### src/rtl/mips_pkg.sv
// ----------------------------------------------------------------------------
// mips_pkg
// Shared definitions for the MIPS pipeline MEM stage:
//   - instruction codes carried in inst_name (NOP, loads, stores)
//   - state encoding of the MEM-stage memory FSM
//   - small classification helpers (is_load / is_store / is_mem)
// No ports; imported by mem_align and mem_access.
// ----------------------------------------------------------------------------
package mips_pkg;

   localparam logic [7:0] NOP = 8'h00;
   localparam logic [7:0] LB  = 8'h20;
   localparam logic [7:0] LH  = 8'h21;
   localparam logic [7:0] LW  = 8'h23;
   localparam logic [7:0] LBU = 8'h24;
   localparam logic [7:0] LHU = 8'h25;
   localparam logic [7:0] SB  = 8'h28;
   localparam logic [7:0] SH  = 8'h29;
   localparam logic [7:0] SW  = 8'h2B;

   typedef enum logic [1:0] {
      IDLE = 2'd0,
      REQ  = 2'd1,
      RESP = 2'd2
   } mem_state_t;

   function automatic logic is_load(input logic [7:0] op);
      case (op)
         LB, LH, LW, LBU, LHU: is_load = 1'b1;
         default:              is_load = 1'b0;
      endcase
   endfunction

   function automatic logic is_store(input logic [7:0] op);
      case (op)
         SB, SH, SW: is_store = 1'b1;
         default:    is_store = 1'b0;
      endcase
   endfunction

   function automatic logic is_mem(input logic [7:0] op);
      is_mem = is_load(op) || is_store(op);
   endfunction

endpackage

### src/rtl/mem_align.sv
// ----------------------------------------------------------------------------
// mem_align
// Purely combinational alignment helper for the MEM stage.
//   Store/request side (from the instruction currently in EX/MEM):
//     i_op, i_a, i_store_data -> o_be, o_wdata, o_misaligned
//   Load side (from the latched op and byte offset of the outstanding access):
//     i_ld_op, i_ld_a, i_rdata -> o_ld_data (sign/zero-extended load value)
// Byte lane i of the 32-bit bus is bits [8i+7:8i] (little-endian).
// ----------------------------------------------------------------------------
module mem_align
   import mips_pkg::*;
(
   input  logic [7:0]  i_op,
   input  logic [1:0]  i_a,
   input  logic [31:0] i_store_data,
   output logic [3:0]  o_be,
   output logic [31:0] o_wdata,
   output logic        o_misaligned,
   input  logic [7:0]  i_ld_op,
   input  logic [1:0]  i_ld_a,
   input  logic [31:0] i_rdata,
   output logic [31:0] o_ld_data
);

   logic [7:0]  w_byte;
   logic [15:0] w_half;

   // Byte enables, replicated write data and alignment check
   always_comb begin
      o_be         = 4'b0000;
      o_wdata      = i_store_data;
      o_misaligned = 1'b0;
      case (i_op)
         LB, LBU, SB: begin
            o_be    = 4'b0001 << i_a;
            o_wdata = {4{i_store_data[7:0]}};
         end
         LH, LHU, SH: begin
            o_be         = i_a[1] ? 4'b1100 : 4'b0011;
            o_wdata      = {2{i_store_data[15:0]}};
            o_misaligned = i_a[0];
         end
         LW, SW: begin
            o_be         = 4'b1111;
            o_misaligned = |i_a;
         end
         default: ;
      endcase
   end

   // Lane selection for loads: byte lane = a, half lane = a[1]
   always_comb begin
      case (i_ld_a)
         2'd0:    w_byte = i_rdata[7:0];
         2'd1:    w_byte = i_rdata[15:8];
         2'd2:    w_byte = i_rdata[23:16];
         default: w_byte = i_rdata[31:24];
      endcase
      w_half = i_ld_a[1] ? i_rdata[31:16] : i_rdata[15:0];
   end

   always_comb begin
      case (i_ld_op)
         LB:      o_ld_data = {{24{w_byte[7]}}, w_byte};
         LBU:     o_ld_data = {24'h0, w_byte};
         LH:      o_ld_data = {{16{w_half[15]}}, w_half};
         LHU:     o_ld_data = {16'h0, w_half};
         LW:      o_ld_data = i_rdata;
         default: o_ld_data = 32'h0;
      endcase
   end

endmodule

### src/rtl/mem_access.sv
// ----------------------------------------------------------------------------
// mem_access
// MEM stage of the five-stage MIPS pipeline (between EX/MEM and MEM/WB).
//   - Issues one data-memory request per aligned load/store, stalling the
//     front of the pipeline until dm_ack (or a timeout) and then presenting
//     the result to MEM/WB for exactly one RESP cycle.
//   - Non-memory ops pass straight through with no added latency.
//   - Misaligned accesses are dropped (bubble) and flagged on addr_err.
// Ports:
//   clk, rst (async, active low)
//   in_*            : EX/MEM register contents
//   dm_*            : data-memory bus (dm_req/we/addr/be/wdata registered)
//   stall           : freeze PC, IF/ID, ID/EX, EX/MEM
//   memResult, out_writeDataReg, out_inst_name : to MEM/WB
//   addr_err, bus_err : one-cycle registered error pulses
//   dbg_state       : current FSM state (mips_pkg::mem_state_t encoding)
// Bus handshake: dm_req rises on the edge leaving IDLE and stays high, with
// all bus fields stable, until the edge on which dm_ack=1 is sampled or the
// timeout expires. dm_ack is only honoured while dm_req is high (REQ state);
// an ack seen in IDLE or RESP is dropped.
// ----------------------------------------------------------------------------
module mem_access
   import mips_pkg::*;
#(
   parameter int unsigned TIMEOUT = 16
) (
   input  logic        clk,
   input  logic        rst,
   input  logic        in_valid,
   input  logic [7:0]  in_inst_name,
   input  logic [31:0] in_aluResult,
   input  logic [31:0] in_storeData,
   input  logic [4:0]  in_writeDataReg,
   output logic        dm_req,
   output logic        dm_we,
   output logic [31:0] dm_addr,
   output logic [3:0]  dm_be,
   output logic [31:0] dm_wdata,
   input  logic [31:0] dm_rdata,
   input  logic        dm_ack,
   output logic        stall,
   output logic [31:0] memResult,
   output logic [4:0]  out_writeDataReg,
   output logic [7:0]  out_inst_name,
   output logic        addr_err,
   output logic        bus_err,
   output logic [1:0]  dbg_state
);

   mem_state_t  r_state;
   mem_state_t  w_next;

   logic [7:0]  r_op;
   logic [1:0]  r_a;
   logic [4:0]  r_dest;
   logic [7:0]  r_count;
   logic [31:0] r_capt;
   logic        r_err;

   logic        w_mem_op;
   logic        w_misaligned;
   logic        w_issue;
   logic        w_reject;
   logic        w_timeout;
   logic [3:0]  w_be;
   logic [31:0] w_wdata;
   logic [31:0] w_ld_data;

   mem_align u_align (
      .i_op         (in_inst_name),
      .i_a          (in_aluResult[1:0]),
      .i_store_data (in_storeData),
      .o_be         (w_be),
      .o_wdata      (w_wdata),
      .o_misaligned (w_misaligned),
      .i_ld_op      (r_op),
      .i_ld_a       (r_a),
      .i_rdata      (dm_rdata),
      .o_ld_data    (w_ld_data)
   );

   assign w_mem_op  = in_valid && is_mem(in_inst_name);
   assign w_issue   = (r_state == IDLE) && w_mem_op && !w_misaligned;
   assign w_reject  = (r_state == IDLE) && w_mem_op && w_misaligned;
   assign w_timeout = (r_count == 8'(TIMEOUT));
   assign dbg_state = r_state;

   // State register
   always_ff @(posedge clk or negedge rst) begin
      if (!rst) begin
         r_state <= IDLE;
      end else begin
         r_state <= w_next;
      end
   end

   // Next-state logic
   always_comb begin
      w_next = r_state;
      case (r_state)
         IDLE:    if (w_issue) w_next = REQ;
         REQ:     if (dm_ack || w_timeout) w_next = RESP;
         RESP:    w_next = IDLE;
         default: w_next = IDLE;
      endcase
   end

   // Outputs towards the pipeline
   always_comb begin
      stall            = 1'b0;
      memResult        = in_aluResult;
      out_writeDataReg = in_valid ? in_writeDataReg : 5'd0;
      out_inst_name    = in_valid ? in_inst_name : NOP;
      case (r_state)
         IDLE: begin
            // Any valid memory op is a bubble here; only aligned ones stall
            if (w_mem_op) begin
               stall            = !w_misaligned;
               out_writeDataReg = 5'd0;
               out_inst_name    = NOP;
            end
         end
         REQ: begin
            stall            = 1'b1;
            out_writeDataReg = 5'd0;
            out_inst_name    = NOP;
         end
         RESP: begin
            memResult        = r_capt;
            out_writeDataReg = (is_load(r_op) && !r_err) ? r_dest : 5'd0;
            out_inst_name    = r_err ? NOP : r_op;
         end
         default: ;
      endcase
   end

   // Bus registers, latched access context, timeout counter, error pulses
   always_ff @(posedge clk or negedge rst) begin
      if (!rst) begin
         dm_req   <= 1'b0;
         dm_we    <= 1'b0;
         dm_addr  <= 32'h0;
         dm_be    <= 4'h0;
         dm_wdata <= 32'h0;
         r_op     <= NOP;
         r_a      <= 2'd0;
         r_dest   <= 5'd0;
         r_count  <= 8'd0;
         r_capt   <= 32'h0;
         r_err    <= 1'b0;
         addr_err <= 1'b0;
         bus_err  <= 1'b0;
      end else begin
         addr_err <= 1'b0;
         bus_err  <= 1'b0;
         case (r_state)
            IDLE: begin
               if (w_issue) begin
                  r_op     <= in_inst_name;
                  r_a      <= in_aluResult[1:0];
                  r_dest   <= in_writeDataReg;
                  r_count  <= 8'd0;
                  r_err    <= 1'b0;
                  dm_req   <= 1'b1;
                  dm_we    <= is_store(in_inst_name);
                  dm_addr  <= {in_aluResult[31:2], 2'b00};
                  dm_be    <= w_be;
                  dm_wdata <= w_wdata;
               end else if (w_reject) begin
                  addr_err <= 1'b1;
               end
            end
            REQ: begin
               // An ack on the final counted cycle still wins over the timeout
               if (dm_ack) begin
                  r_capt <= is_load(r_op) ? w_ld_data : 32'h0;
                  dm_req <= 1'b0;
               end else if (w_timeout) begin
                  r_capt  <= 32'h0;
                  r_err   <= 1'b1;
                  dm_req  <= 1'b0;
                  bus_err <= 1'b1;
               end else begin
                  r_count <= r_count + 8'd1;
               end
            end
            default: ;
         endcase
      end
   end

endmodule
### config.mk
export PLATFORM = sky130hd
export DESIGN_NAME = mem_access
export DESIGN_NICKNAME = d
export VERILOG_FILES = /design/src/rtl/mips_pkg.sv /design/src/rtl/mem_align.sv /design/src/rtl/mem_access.sv
export SDC_FILE = /design/constraint.sdc
export NUM_CORES = 1
export LEC_CHECK = 0
export ABC_CLOCK_PERIOD_IN_PS = 3200
export CAP_MARGIN = 20
export CORE_UTILIZATION = 55
export DETAILED_ROUTE_END_ITERATION = 10
export DONT_BUFFER_PORTS = 1
export GPL_TIMING_DRIVEN = 0
export PLACE_DENSITY = 0.72
export SKIP_LAST_GASP = 1
export SYNTH_ARGS = -nofsm -noshare
export SYNTH_HDL_FRONTEND = slang
export SYNTH_SLANG_ARGS = --single-unit
### constraint.sdc
create_clock -name clk -period 3.2 [get_ports clk]
set_input_delay 0.16 -clock clk [delete_from_list [all_inputs] [get_ports clk]]
set_output_delay 0.16 -clock clk [all_outputs]
set_load 0.02 [all_outputs]
==> results of run 1 <==
## worst max-delay path, cell delays in order (launching register included)
cell,delay [ps]
dfrtp_1,600
nor2b_1,180
clkbuf_1,330
and2_1,190
buf_2,210
o2111a_1,360
a32o_1,330
## synth_stat cells (all sizes together) (3+ instances only)
cell type	count	area, sq um
a211o	10	87.58
a21oi	12	63.81
a221o	21	210.2
a22o	12	105.1
a31oi	8	50.05
a32oi	12	105.1
buf	27	187.7
clkbuf	14	53.80
dfrtp	128	3203
inv	11	41.29
mux2	127	1460
mux2i	14	140.1
mux4	6	135.1
nand2	14	62.56
nand2b	5	31.28
nor2	23	86.33
nor2b	9	56.30
nor3	12	71.32
nor3b	3	27.52
nor4b	4	95.09
o211ai	3	36.28
o21ai	5	25.02
xnor2	4	35.03
## worst paths after layout
check | cells after the start | startpoint | slack, ps | endpoint
max | 6 | dbg_state[1] | 420 | out_writeDataReg[4]
min | 2 | in_storeData[10] | 20 | dm_wdata[10]
max reg2reg | 6 | r_op[1] | 940 | r_capt[13]
min reg2reg | 1 | r_dest[3] | 490 | r_dest[3]
max in group asynchronous | 2 | rst | 2340 | dm_wdata[16]
min in group asynchronous | 2 | rst | 340 | dm_addr[22]
## per-layer routing
layer  GRT usage  routed length [um]
met1      0.3683                7184
met2      0.5147                9322
met3     0.09773                1716
met4      0.1502                 546
met5           0                   0
## sequential cells by signal, indices dropped and copies added (netlist names)
register,count
addr_err,1
bus_err,1
dbg_state,2
dm_addr,30
dm_be,4
dm_req,1
dm_wdata,32
dm_we,1
r_a,2
r_capt,32
r_count,8
r_dest,5
r_err,1
r_op,8
## metrics by stage
| step | std cells | power [mW] |
|---|---|---|
| finish | 768 | 4.770 |
| global route | 768 | 4.945 |
| CTS | 768 | 4.787 |
| detailed placement | 663 | 2.834 |
| global placement | 663 | 2.799 |
| floorplan | 520 | 2.685 |
## power groups by stage
stage	registers [mW]	logic [mW]	clock network, mW
after global placement	2.21	0.589	0
after detailed placement	2.22	0.613	0
final	2.20	0.731	1.84
after global routing	2.22	0.800	1.92
after CTS	2.19	0.729	1.86
after floorplan	2.16	0.523	0
## cell families after synthesis
family,count (synthesis),synth area share
AO/OA/AOI/OAI,98,0.1217
buffers and inverters,52,0.04225
multiplexers,147,0.2593
flip-flops,128,0.4786
other,1,0.0005603
XOR/XNOR,4,0.005234
AND/OR/NAND/NOR,87,0.08861
adder cells (fa/ha/maj),2,0.003738
## cell type report
cell class              instances  area, sq um  share of cell area
multi-input cells             340         3211              0.3919
clock buffers                  22        484.2             0.05910
plain buffers                  41        241.5             0.02947
inverters                      11        41.29            0.005040
well taps                     143        178.9             0.02184
flip-flops and latches        128         3203              0.3910
repair buffers                 73        748.2             0.09133
clock inverters                10        85.08             0.01038
==> summary.md, run 1 <==
| Metric | Value |
|---|---|
| Run status | complete, but fails checks |
| Failing checks | DRC |
| Placement Cell Area | 6875 sq um |
| Cts hold-fix bufs | 73 |
| First-pass iteration count of the detailed router | 8 |
| Core area | 11610 sq um |
| Worst Path Max Fanout | 9 |
| Cts repair resizes | 0 |
| Worst Hold Slack | 15.98 ps |
| Total Die Area | 12610 sq um |
| Final global-route overflow total | 0 |
| Yosys cell types | 61 |
| Routability Congestion | 0.8634 |
| Post-Route Skew | 8.311 ps |
| Psw | 1.429 mW |
| Hold crit path type | in2reg |
| Gate power share | 0.153 |
| Avg Inst Size Synth | 12.90 sq um |
| First-pass GRT wire length | 29.60 mm |
| FMAX | 360.0 MHz |
| Total track usage | 0.3106 |
| Post-layout min period | 2778 ps |
| Total CTS buffers | 17 |
| Worst EP required | 3040 ps |
| Antenna-violating nets left | 0 |
| Share of layout cells above drive strength 1 | 0.2240 |
| Die width | 112.3 um |
| Seq/Total Area, Yosys | 0.4786 |
| Worst Tran Pin Value | 753.3 ps |
| Synth async-reset ratio | 1.000 |
| Ys flop type | dfrtp_1 |
| Max Slew Vio Count | 0 |
| Synthesized cell area | 6693 sq um |
| DR vias | 5008 |
| Filler instances | 817 |
| Row count | 39 |
| IO buf count | 0 |
| Worst EP arrival | 2620 ps |
| Syn Inst Count | 519 |
| Setup ws final | 422.0 ps |
| Clock power frac | 0.386 |
| # clock sinks | 128 |
| Ports | 233 |
| Switch share | 0.2995 |
| Commonest non-fill, non-tap cells in the layout | 128 x dfrtp_1, 72 x dlygate4sd3_1, 68 x mux2_1 |
| Root Buffer | clkbuf_16 |
| Clock Latency Late Sink | 420 ps |
| Avg WL per Cell | 24.44 um |
| Synthesis Warnings | 0 |
| Post-CTS setup buffer count | 0 |
| Clock Tree Buf Depth | 2 |
| Final WL | 18.77 mm |
| Fin util | 0.7055 |
| Diode count | 0 |
| Post-route cell area | 8193 sq um |
| EDFF count, synth | 0 |
| Crit share post-route | 0.8681 |
| Worst vdd ir | 0.4625 mV |
| H-tree levels | 4 |
| DRT iter0 DRCs | 312 |
| Setup crit end kind | primary output |
| CP Class | reg2out |
| Final hold vios | 0 |
| Pwr/cell area | 582.2 nW/um^2 |
| DRC errors left | 17 |
| Nets@finish | 727 |
| Worst Setup Start Kind | flop |
| Die span in y | 112.3 um |
| Slew Limit Headroom | 0.4973 |
| DR vias/cell | 6.521 |
| Synth Register Bits | 128 |
| Setup WS pre-CTS | 901.2 ps |
| TritonCTS clock tree | yes |
| Total negative setup slack | 0 ps |
| Flop pwr share | 0.460 |
| DP HPWL | 12.55 mm |
| Pin count of the biggest net entering global routing | 129 |
| Static leakage | 3.799 nW |
| Clock slew at reported path FFs | 60 ps |
| Unrepaired setup endpoints after global routing | no |
| Area Growth Syn to Fin | 22.42% |
| Commonest non-fill, non-tap cell in the layout | dfrtp_1 |
| Number of global-route vias before repair | 5394 |
| Initial antenna violation count | 0 |
| Max Cap Viol | 0 |
| Final-report setup violation count | 0 |
| Internal | 3.341 mW |
| Starting Density | 0.5763 |
Note: power is estimated with default switching activity, not from simulation.
==> run 2, diff against run 1 <==
- ABC_AREA: unset -> 1
==> summary.md, run 2 <==
| Metric | Value |
|---|---|
| Run status | complete, no violations |
| Starting Density | 0.5735 |
| Post-CTS setup buffer count | 0 |
| Die width | 114.6 um |
| Static leakage | 4.763 nW |
| Clock power frac | 0.389 |
| Pwr/cell area | 576.0 nW/um^2 |
| EDFF count, synth | 0 |
| Share of layout cells above drive strength 1 | 0.07761 |
| Worst Path Max Fanout | 10 |
| Avg Inst Size Synth | 6.974 sq um |
| Flop pwr share | 0.449 |
| Worst Setup Start Kind | flop |
| First-pass iteration count of the detailed router | 6 |
| Final hold vios | 0 |
| Dominant cells by area after synthesis | dfrtp_1 46%, nand2_1 31%, nand3_1 6.7%, inv_1 2.0%, nor2_1 2.0% |
| Slew Limit Headroom | 0.4648 |
| Max Cap Viol | 0 |
| Crit share post-route | 0.8958 |
| Worst EP required | 3040 ps |
| First-pass GRT wire length | 34.84 mm |
| Setup crit end kind | primary output |
| Clock Tree Buf Depth | 2 |
| DRC errors left | 0 |
| Total negative setup slack | 0 ps |
| Switch share | 0.3247 |
| Number of global-route vias before repair | 6849 |
| Clock Latency Late Sink | 420 ps |
| Seq/Total Area, Yosys | 0.4593 |
| Syn Inst Count | 1000 |
| Synth top cells by count | 571 x nand2_1, 128 x dfrtp_1, 94 x nand3_1, 38 x inv_1, 37 x nor2_1 |
| Yosys cell types | 37 |
| Biggest regs | dm_wdata x32, r_capt x32, dm_addr x30 |
| Initial antenna violation count | 0 |
| Area Growth Syn to Fin | 24.43% |
| Root Buffer | clkbuf_16 |
| FMAX | 348.9 MHz |
| Ports | 233 |
| Diode count | 0 |
| Synthesized cell area | 6974 sq um |
| Synth Register Bits | 128 |
| DRT iter0 DRCs | 823 |
| Routability Congestion | 0.9552 |
| Commonest non-fill, non-tap cell in the layout | nand2_1 |
| Final global-route overflow total | 0 |
| Final WL | 22.45 mm |
| CP Class | reg2out |
| Unrepaired setup endpoints after global routing | no |
| DR vias | 7194 |
| Total Die Area | 13130 sq um |
| Count leader, synth | nand2_1 |
| Die span in y | 114.6 um |
| Critical path, cell by cell | inv_2, nor2_2, inv_2, nor2_2, inv_2, o21ai_0 |
| Worst EP arrival | 2710 ps |
| Commonest non-fill, non-tap cells in the layout | 571 x nand2_1, 128 x dfrtp_1, 94 x nand3_1 |
| CP max-delay cell | o21ai_0 |
| DR vias/cell | 5.581 |
| Worst vdd ir | 0.4432 mV |
| Nets@finish | 1223 |
| Clock slew at reported path FFs | 50 ps |
| Pin count of the biggest net entering global routing | 129 |
| Post-layout min period | 2866 ps |
| Synth async-reset ratio | 1.000 |
| Setup ws final | 333.6 ps |
| DP HPWL | 14.86 mm |
| Setup WS pre-CTS | 612.0 ps |
| Most frequent CP cell | inv_2 |
| TritonCTS clock tree | yes |
| Synthesis Warnings | 0 |
| IO buf count | 0 |
| H-tree levels | 4 |
| Synth top area share | 0.4593 |
| Total CTS buffers | 17 |
| Total track usage | 0.3485 |
| Post-Route Skew | 5.845 ps |
| Internal | 3.375 mW |
| Worst Tran Pin Value | 794.5 ps |
| Psw | 1.623 mW |
| Final-report setup violation count | 0 |
| Gate power share | 0.162 |
| Row count | 40 |
| Core area | 12160 sq um |
| Cell taking the most area after synthesis | dfrtp_1 |
| CP max stage delay | 590 ps |
| # clock sinks | 128 |
| Avg WL per Cell | 17.42 um |
| Hold crit path type | in2reg |
| Max Slew Vio Count | 0 |
| Antenna-violating nets left | 0 |
| Ys flop type | dfrtp_1 |
-- run 2: layer usage --
layer | track usage | wire [um] | up-vias | part of all wire
li1 | - | - | 3322 | -
met1 | 0.4679 | 9487 | 3357 | 0.42
met2 | 0.5325 | 10050 | 432 | 0.45
met3 | 0.09635 | 2101 | 83 | 0.094
met4 | 0.1455 | 810 | 0 | 0.036
met5 | 0 | 0 | - | 0
-- run 2: critical path, delay by kind of cell (launching register included) --
kind	cells	cell delay (ps)
AND/OR/NAND/NOR	2	840
flip-flops	1	540
buffers and inverters	3	300
AO/OA/AOI/OAI	1	590
-- run 2: logic make-up (layout without fill, tap and decap cells) --
family,Yosys count,count (layout),synth area share
AOI/OAI and AO/OA,43,43,0.03911
buffers and inverters,95,215,0.06907
other,1,2,0.0005377
DFF,128,128,0.4593
and+or+nand+nor,725,725,0.4209
xor gates and xnor gates,6,6,0.007535
adders and majority gates,2,2,0.003588
-- run 2: final timing paths --
kind	from	endpoint	slack, ps	cells after the start
min in group asynchronous	rst	dm_wdata[22]	360	2
max in group asynchronous	rst	dm_wdata[14]	2310	2
setup / recovery	dbg_state[1]	out_inst_name[1]	330	6
hold / removal	dm_rdata[11]	r_capt[11]	20	4
setup reg to reg	r_a[1]	r_capt[13]	900	10
hold reg to reg	r_capt[3]	r_capt[3]	470	2
-- run 2: power groups by stage --
stage / sequential [mW] / combinational, mW / clock, mW
2_1_floorplan: 2.22 / 0.524 / 0
3_3_place_gp: 2.26 / 0.636 / 0
5_1_grt: 2.27 / 0.905 / 2.04
4_1_cts: 2.24 / 0.787 / 1.96
3_5_place_dp: 2.26 / 0.649 / 0
6_report: 2.25 / 0.807 / 1.94
-- run 2: cell type report --
class / instances / area, sq um
inverter: 46 / 172.7
clock inverter: 11 / 138.9
buffer: 49 / 309.0
timing repair buffer: 88 / 898.4
fill: 985 / 3483
tap: 168 / 210.2
clock buffer: 21 / 450.4
sequential: 128 / 3203
multi-input combinational: 778 / 3296
-- run 2: metrics by stage --
step | hold slack (ps) | utilization | instance area [sq um] | power (mW) | instances
after floorplan | -135.6 | - | 6978 | 2.741 | 1001
after global placement | -130.7 | 0.5910 | 7188 | 2.898 | 1169
after detailed placement | -132.1 | 0.5910 | 7188 | 2.914 | 1169
after CTS | 1.248 | 0.7134 | 8676 | 4.987 | 1289
after global routing | 17.44 | 0.7136 | 8678 | 5.210 | 1289
final | 16.14 | 0.7136 | 8678 | 4.998 | 1289
-- run 2: repair_timing --
item | in CTS | in global routing
hold buffers | 88 | 0
hold endpoints to repair | 222 | 0
resized for setup | 0 | 1
setup endpoints to repair | 0 | 2
==> run 3, diff against run 2 <==
- CORE_ASPECT_RATIO: unset -> 0.6
==> summary.md, run 3 (synthesis results as in run 2) <==
| Metric | Value |
|---|---|
| DRT iter0 DRCs | 684 |
| Clock Latency Late Sink | 420 ps |
| Worst EP required | 3040 ps |
| Crit share post-route | 0.9739 |
| Slew Limit Headroom | 0.4789 |
| Launch point of the worst path | dbg_state[1] |
| Row count | 31 |
| Max Cap Viol | 0 |
| Die span in y | 89.23 um |
| First-pass iteration count of the detailed router | 5 |
| FMAX | 320.9 MHz |
| Core area | 12220 sq um |
| DRC errors left | 0 |
| Share of layout cells above drive strength 1 | 0.07822 |
| Unrepaired setup endpoints after global routing | no |
| Biggest regs | dm_wdata x32, r_capt x32, dm_addr x30 |
| Total Die Area | 13150 sq um |
| Reg-to-Reg Start | r_a[1] |
| Worst vdd ir | 0.4403 mV |
| Setup crit end kind | primary output |
| Run status | complete, no violations |
| Area Growth Syn to Fin | 24.88% |
| Commonest non-fill, non-tap cell in the layout | nand2_1 |
| Antenna-violating nets left | 0 |
| Max Slew Vio Count | 0 |
| Avg WL per Cell | 17.50 um |
| TritonCTS clock tree | yes |
| Total track usage | 0.3477 |
| DR vias | 7137 |
| Static leakage | 4.777 nW |
| Total CTS buffers | 17 |
| Starting Density | 0.5708 |
| Clock slew at reported path FFs | 70 ps |
| Post-CTS setup buffer count | 0 |
| Setup ws final | 83.48 ps |
| CP max stage delay | 640 ps |
| Critical path, cell by cell | inv_2, nor2_1, inv_2, nor2_2, inv_2, o21ai_0 |
| Worst Path Max Fanout | 10 |
| Die width | 147.4 um |
| Worst Hold Slack | 4.106 ps |
| CP max-delay cell | o21ai_0 |
| Root Buffer | clkbuf_16 |
| Final WL | 22.57 mm |
| Worst Tran Pin Value | 773.4 ps |
| Clock Tree Buf Depth | 2 |
| Total negative setup slack | 0 ps |
| Diode count | 0 |
| Pwr/cell area | 575.7 nW/um^2 |
| Worst EP arrival | 2960 ps |
| Most frequent CP cell | inv_2 |
| Routability Congestion | 0.9193 |
| CP Class | reg2out |
| H-tree levels | 4 |
| Pin count of the biggest net entering global routing | 129 |
| Number of global-route vias before repair | 6590 |
| IO buf count | 0 |
| Final global-route overflow total | 0 |
| Final hold vios | 0 |
| Hold crit path type | in2reg |
| First-pass GRT wire length | 34.61 mm |
| Post-Route Skew | 11.64 ps |
| Worst Setup Start Kind | flop |
| Nets@finish | 1227 |
| Setup WS pre-CTS | 530.9 ps |
| DP HPWL | 15.50 mm |
| Commonest non-fill, non-tap cells in the layout | 571 x nand2_1, 128 x dfrtp_1, 94 x nand3_1 |
| Filler instances | 995 |
| Ports | 233 |
| # clock sinks | 128 |
| Final-report setup violation count | 0 |
| DR vias/cell | 5.533 |
| Initial antenna violation count | 0 |
| Hold Crit Start | in_storeData[1] |
| Post-layout min period | 3117 ps |
[run 3: worst paths after layout]
kind	end	slack, ps	cells after the start
setup / recovery	out_inst_name[6]	80	6
hold / removal	dm_wdata[17]	4	4
setup reg to reg	r_capt[11]	900	10
hold reg to reg	r_dest[2]	470	2
max in group asynchronous	r_op[1]	2350	2
min in group asynchronous	dm_wdata[3]	360	2
[run 3: layout make-up]
class / count / area [sq um] / share of cell area
buffer: 49 / 309.0 / 0.03548
clock buffer: 18 / 429.2 / 0.04927
clock inverter: 14 / 157.7 / 0.01810
inverter: 46 / 172.7 / 0.01982
multi-input combinational: 778 / 3293 / 0.3781
sequential: 128 / 3203 / 0.3678
tap: 165 / 206.4 / 0.02370
timing repair buffer: 92 / 938.4 / 0.1077
[run 3: per-stage QoR]
step / power [mW] / cell area, sq um / utilization / std cells
3_5_place_dp: 2.917 / 7184 / 0.5880 / 1166
3_3_place_gp: 2.894 / 7184 / 0.5880 / 1166
5_1_grt: 5.222 / 8710 / 0.7129 / 1290
2_1_floorplan: 2.741 / 6978 / - / 1001
4_1_cts: 4.992 / 8710 / 0.7129 / 1290
6_report: 5.014 / 8710 / 0.7129 / 1290
[run 3: worst max-delay path, delay by kind of cell (launching register included)]
family / cells / cell delay (ps)
and+or+nand+nor: 2 / 990
DFF: 1 / 540
AOI/OAI and AO/OA: 1 / 640
buffers and inverters: 3 / 370
[run 3: report_power, final]
| part | switching, mW | leakage (nW) | internal (mW) |
|---|---|---|---|
| sequential | 0.397 | 1.70 | 1.85 |
| clock | 0.803 | 0.283 | 1.16 |
| combinational | 0.514 | 2.80 | 0.295 |
[run 3: what timing repair did]
item	CTS	global route
hold endpoints to repair	227	0
setup endpoints to repair	0	1
hold buffers	92	0
gates resized for setup	0	1
[run 3: per-layer routing]
metal  track usage  part of all wire  routed length [um]  up-vias
met4        0.1209             0.028                 632        0
met5             0                 0                   0        -
met1        0.5082              0.46               10310     3311
met3        0.1061              0.12                2602       62
met2        0.4867              0.40                9031      415
li1              -                 -                   -     3349
